### src/rtl/wb_queue_if.sv
// Write-back queue bus: request side, register-file write port, read-forward lookup and status.
interface wb_queue_if #(parameter int DEPTH = 4);
  logic                     in_valid;
  logic                     in_ready;
  logic [3:0]               in_rd;
  logic [31:0]              in_data;
  logic                     drain_stall;
  logic [31:0]              C;
  logic [3:0]               rc;
  logic                     le;
  logic [3:0]               ra;
  logic [3:0]               rb;
  logic                     fwd_a_hit;
  logic                     fwd_b_hit;
  logic [31:0]              fwd_a;
  logic [31:0]              fwd_b;
  logic [$clog2(DEPTH):0]   count;
  logic                     empty;

  modport master (
    output in_valid, in_rd, in_data, drain_stall, ra, rb,
    input  in_ready, C, rc, le, fwd_a_hit, fwd_b_hit, fwd_a, fwd_b, count, empty
  );

  modport slave (
    input  in_valid, in_rd, in_data, drain_stall, ra, rb,
    output in_ready, C, rc, le, fwd_a_hit, fwd_b_hit, fwd_a, fwd_b, count, empty
  );
endinterface

### src/rtl/wb_queue.sv
// Write-back FIFO feeding the 16x32 register file write port (C/rc/le, le active-low).
// Optional read forwarding of the youngest pending value is enabled by defining WBQ_FWD_EN.
module wb_queue #(
  parameter int DEPTH = 4
) (
  input logic      clk,
  input logic      clr,
  wb_queue_if.slave bus
);
  localparam int PW = $clog2(DEPTH);
  localparam int CW = PW + 1;

  logic [3:0]    rd_mem   [DEPTH];
  logic [31:0]   data_mem [DEPTH];
  logic [PW-1:0] head;
  logic [PW-1:0] tail;
  logic [CW-1:0] cnt;
  logic          full;
  logic          push;
  logic          pop;

  assign full  = (cnt == CW'(DEPTH));
  assign push  = bus.in_valid && !full && !clr;
  assign pop   = (cnt != '0) && !bus.drain_stall && !clr;

  // Ready is forced high during reset even if the queue was full; the push is still masked.
  assign bus.in_ready = clr || !full;
  assign bus.count    = cnt;
  assign bus.empty    = (cnt == '0);

  always_ff @(posedge clk) begin
    if (push) begin
      rd_mem[tail]   <= bus.in_rd;
      data_mem[tail] <= bus.in_data;
    end
  end

  always_ff @(posedge clk) begin
    if (clr) begin
      head   <= '0;
      tail   <= '0;
      cnt    <= '0;
      bus.le <= 1'b1;
      bus.C  <= '0;
      bus.rc <= '0;
    end else begin
      if (push) begin
        tail <= tail + 1'b1;
      end
      if (pop) begin
        bus.C  <= data_mem[head];
        bus.rc <= rd_mem[head];
        bus.le <= 1'b0;
        head   <= head + 1'b1;
      end else begin
        bus.le <= 1'b1;
      end
      case ({push, pop})
        2'b10:   cnt <= cnt + 1'b1;
        2'b01:   cnt <= cnt - 1'b1;
        default: cnt <= cnt;
      endcase
    end
  end

`ifdef WBQ_FWD_EN
  // Scan oldest to youngest so later matches override; the output stage is lowest priority.
  always_comb begin
    bus.fwd_a_hit = 1'b0;
    bus.fwd_b_hit = 1'b0;
    bus.fwd_a     = '0;
    bus.fwd_b     = '0;
    if (!bus.le && bus.rc == bus.ra) begin
      bus.fwd_a_hit = 1'b1;
      bus.fwd_a     = bus.C;
    end
    if (!bus.le && bus.rc == bus.rb) begin
      bus.fwd_b_hit = 1'b1;
      bus.fwd_b     = bus.C;
    end
    for (int i = 0; i < DEPTH; i++) begin
      if (CW'(i) < cnt) begin
        if (rd_mem[head + PW'(i)] == bus.ra) begin
          bus.fwd_a_hit = 1'b1;
          bus.fwd_a     = data_mem[head + PW'(i)];
        end
        if (rd_mem[head + PW'(i)] == bus.rb) begin
          bus.fwd_b_hit = 1'b1;
          bus.fwd_b     = data_mem[head + PW'(i)];
        end
      end
    end
  end
`else
  logic unused_read_addr;

  assign unused_read_addr = ^{bus.ra, bus.rb};
  assign bus.fwd_a_hit    = 1'b0;
  assign bus.fwd_b_hit    = 1'b0;
  assign bus.fwd_a        = '0;
  assign bus.fwd_b        = '0;
`endif
endmodule

### src/flat_wrapper.sv
// flat-port wrapper written by rule: the top's interface ports become plain ports
module wb_queue_flat 
#(
  parameter int DEPTH = 4
)
  (clk, clr, bus_in_valid, bus_in_rd, bus_in_data, bus_drain_stall, bus_ra, bus_rb, bus_in_ready, bus_C, bus_rc, bus_le, bus_fwd_a_hit, bus_fwd_b_hit, bus_fwd_a, bus_fwd_b, bus_count, bus_empty);
  wb_queue_if #(.DEPTH(DEPTH)) bus_i ();
  input logic clk;
  input logic clr;
  input wire logic [$bits(bus_i.in_valid)-1:0] bus_in_valid;
  input wire logic [$bits(bus_i.in_rd)-1:0] bus_in_rd;
  input wire logic [$bits(bus_i.in_data)-1:0] bus_in_data;
  input wire logic [$bits(bus_i.drain_stall)-1:0] bus_drain_stall;
  input wire logic [$bits(bus_i.ra)-1:0] bus_ra;
  input wire logic [$bits(bus_i.rb)-1:0] bus_rb;
  output wire logic [$bits(bus_i.in_ready)-1:0] bus_in_ready;
  output wire logic [$bits(bus_i.C)-1:0] bus_C;
  output wire logic [$bits(bus_i.rc)-1:0] bus_rc;
  output wire logic [$bits(bus_i.le)-1:0] bus_le;
  output wire logic [$bits(bus_i.fwd_a_hit)-1:0] bus_fwd_a_hit;
  output wire logic [$bits(bus_i.fwd_b_hit)-1:0] bus_fwd_b_hit;
  output wire logic [$bits(bus_i.fwd_a)-1:0] bus_fwd_a;
  output wire logic [$bits(bus_i.fwd_b)-1:0] bus_fwd_b;
  output wire logic [$bits(bus_i.count)-1:0] bus_count;
  output wire logic [$bits(bus_i.empty)-1:0] bus_empty;
  assign bus_i.in_valid = bus_in_valid;
  assign bus_i.in_rd = bus_in_rd;
  assign bus_i.in_data = bus_in_data;
  assign bus_i.drain_stall = bus_drain_stall;
  assign bus_i.ra = bus_ra;
  assign bus_i.rb = bus_rb;
  assign bus_in_ready = bus_i.in_ready;
  assign bus_C = bus_i.C;
  assign bus_rc = bus_i.rc;
  assign bus_le = bus_i.le;
  assign bus_fwd_a_hit = bus_i.fwd_a_hit;
  assign bus_fwd_b_hit = bus_i.fwd_b_hit;
  assign bus_fwd_a = bus_i.fwd_a;
  assign bus_fwd_b = bus_i.fwd_b;
  assign bus_count = bus_i.count;
  assign bus_empty = bus_i.empty;
  wb_queue #(.DEPTH(DEPTH)) u_core (.clk(clk), .clr(clr), .bus(bus_i));
endmodule
### config.mk
export PLATFORM = sky130hd
export DESIGN_NAME = wb_queue_flat
export DESIGN_NICKNAME = d
export VERILOG_FILES = /design/src/rtl/wb_queue_if.sv /design/src/rtl/wb_queue.sv /design/src/flat_wrapper.sv
export SDC_FILE = /design/constraint.sdc
export NUM_CORES = 1
export LEC_CHECK = 0
export ABC_AREA = 1
export BUFFER_PORTS_ARGS = -buffer_cell sky130_fd_sc_hd__clkbuf_2
export CORE_MARGIN = 2
export CORE_UTILIZATION = 25
export DETAILED_ROUTE_END_ITERATION = 10
export PLACE_DENSITY = 0.54
export SETUP_SLACK_MARGIN = 0.1
export SYNTH_ARGS = -nofsm -noshare
export SYNTH_HDL_FRONTEND = slang
export SYNTH_SLANG_ARGS = --single-unit
export TNS_END_PERCENT = 10
### constraint.sdc
create_clock -name clk -period 2.5 [get_ports clk]
set_input_delay 0.125 -clock clk [delete_from_list [all_inputs] [get_ports clk]]
set_output_delay 0.125 -clock clk [all_outputs]
set_load 0.02 [all_outputs]
==> metrics <==
status completed; CTS tree yes; WL final 17,600 um; Clock transition at path regs 70 ps; CTS HTree Levels 4; Sinks on Clock Net 188; synthesized area per cell 9.95 um2; Mapped Cells 812; routed via count 5,357; maximum fanout along the worst path 9; Post-CTS Hold Buffers 39; Critical R2R Launch u_core.bus.count[1]$_SDFFE_PP0P_; Crit. End Element flip-flop; Final GP Congestion 0.662; post-synthesis sequential area ratio 0.644; PwrDens 756 nW/um2; Reg2Reg Depth 13; Synth top area share 0.535; layout cell share with drive strength beyond 1 0.152; dpl cells 1,281; post-route clock skew 10.4 ps; Rows 65; vias in the first global route 5,043; grt ovf 0; filler-free cell count of the finished design 1,352; Die Footprint 33,800 um2; Slew HR 0.630; cts bufs inserted 17; Root Buffer clkbuf_16; die height 184 um; Critical R2R Capture u_core.bus.count[2]$_SDFFE_PP0P_; min-delay src bus_drain_stall; Core Util, Final 0.307; final instance area 9720 um2; number of enable flip-flop cells after synthesis 144; # fillers 3,279; Max Transition Viols Final 0; Die Width 184 um; Max Fclk 533 MHz; YS warnings 0; RSZ-0062 raised after global routing no; Worst-Skew Late Latency 440 ps; ys async rst share 0; initial DRC count 231; synthesized area 8080 um2; FF+latch count, synth 188; most frequent cell after synthesis nand2_1; Residual DRC 0; Worst Hold Class in2reg; first-pass GRT wire length 27,500 um; LEAKAGE 4.29 nW; Final Hold Viols 0; VDD IR max 0.000314 V; Post-CTS Setup Inserts 0; n_diodes 0; Vias/cell 3.96; unique cell type count in the Yosys netlist 23; nets 991; Max clock buf depth 2; Area Growth Syn to Fin 20.3%; cts repair resizes 0; cell taking the most area after synthesis edfxtp_1; CP Data Arrival Time 2210 ps; Synth Flop Type edfxtp_1; IO Pins 156; Synth top cells by count 260 x nand2_1, 144 x edfxtp_1, 95 x inv_1; Area contributors post-synth edfxtp_1 53%, nand2_1 12%, dfxtp_1 11%; area of the core 31,700 um2; setup_tns 0 ps; Worst R2R Setup Slack 620 ps; dpl cell area 8730 um2; gr usage total 0.109; first drt pass iteration count 4; endpoint of the worst hold-timing path u_core.bus.le$_SDFF_PP1_; Setup CP Type reg2reg; fin crit share 0.750; ANT nets after route 0; hold path cells 3; final setup fails 0; I/O Buffers 81; DR WL/cell 13.0 um; fin crit period 1880 ps; largest net degree at the start of global routing 45; Critical Path Start Type flip-flop; Initial Util 0.255; Required @ worst endpoint 2840 ps; WHS 145 ps; initial antenna violation count 0; Final HPWL DP 10,700 um; maxcap violations 0; worst slew pin tran 554 ps
logic make-up after synthesis:
kind of cell / after synthesis / share of synthesized area
compound gates: 42 / 0.0260
fa+ha+maj: 6 / 0.0102
buf+inv: 197 / 0.130
flops: 188 / 0.644
other cells: 1 / 0.000464
simple gates: 378 / 0.189
sequential cells by signal, summed over array words and instances, names as in the netlist:
name              flops
u_core.data_mem     128
u_core.head           2
u_core.bus.le         1
u_core.bus.rc         4
u_core.bus.C         32
u_core.rd_mem        16
u_core.bus.count      3
u_core.tail           2
routing by layer:
metal | vias to the layer above | wire [um] | GRT usage
met3 | 18 | 718 | 0.0246
met2 | 147 | 8090 | 0.178
met5 | - | 0 | 0
li1 | 2697 | - | -
met1 | 2495 | 8570 | 0.142
met4 | 0 | 241 | 0.0355
cells in the final DEF (no fill, tap or decap), types with 2 or more instances in the layout:
cell             n
a21oi_1          5
buf_4           19
clkbuf_16       19
clkbuf_2        81
clkinv_1         2
clkinv_4         2
clkinvlp_4       2
conb_1          66
dfxtp_1         42
dlygate4sd3_1   39
edfxtp_1       144
ha_1             5
inv_1           95
inv_2            4
inv_6            2
inv_8            3
nand2_1        260
nand2_4          2
nand3_1         55
nor2_1          54
nor2_4           5
o21ai_0         18
o21ai_1         19
critical path: stages, from the launching register on:
cell and delay (ps):
dfxtp_1 430, nor2_4 60, nand2_4 100, nand3_4 160
inv_2 100, ha_1 160, inv_1 60, fa_1 370
inv_1 60, nand2_1 40, nand3_1 80, nand2_1 50
nand2_1 50, nor2_1 40
area by class of cell:
type                            instances  area, um2  share of cell area
Timing Repair Buffer                  139        938              0.0965
Tap cell                              402        503              0.0517
Inverter                               99        372              0.0382
Clock buffer                           19        475              0.0489
Clock inverter                         13        126              0.0130
Multi-Input combinational cell        492       2100               0.216
Sequential cell                       188       5210               0.536
how the worst max path moves through the flow:
| stage | startpoint | end |
|---|---|---|
| after floorplan | u_core.bus.count[0]$_SDFFE_PP0P_ | u_core.data_mem[0][0]$_DFFE_PP_ |
| after global placement | u_core.bus.count[2]$_SDFFE_PP0P_ | u_core.bus.count[2]$_SDFFE_PP0P_ |
| after detailed placement | u_core.bus.count[1]$_SDFFE_PP0P_ | u_core.bus.count[2]$_SDFFE_PP0P_ |
| after CTS | u_core.bus.count[1]$_SDFFE_PP0P_ | u_core.bus.count[2]$_SDFFE_PP0P_ |
| after global routing | u_core.bus.count[2]$_SDFFE_PP0P_ | u_core.bus.count[2]$_SDFFE_PP0P_ |
| final | u_core.bus.count[1]$_SDFFE_PP0P_ | u_core.bus.count[2]$_SDFFE_PP0P_ |
where the power goes:
group,switching [W],internal (W),total (W)
registers,0.0000769,0.00351,0.00359
clock network,0.00123,0.00151,0.00274
logic,0.000710,0.000310,0.00102
total,0.00202,0.00534,0.00735
metrics by stage:
step / total power [W] / worst slack [ps]
2_1_floorplan: 0.00442 / -303
3_3_place_gp: 0.00463 / 608
3_5_place_dp: 0.00465 / 616
4_1_cts: 0.00747 / 603
5_1_grt: 0.00772 / 442
6_report: 0.00735 / 624
Note: power is estimated with default switching activity, not from simulation.
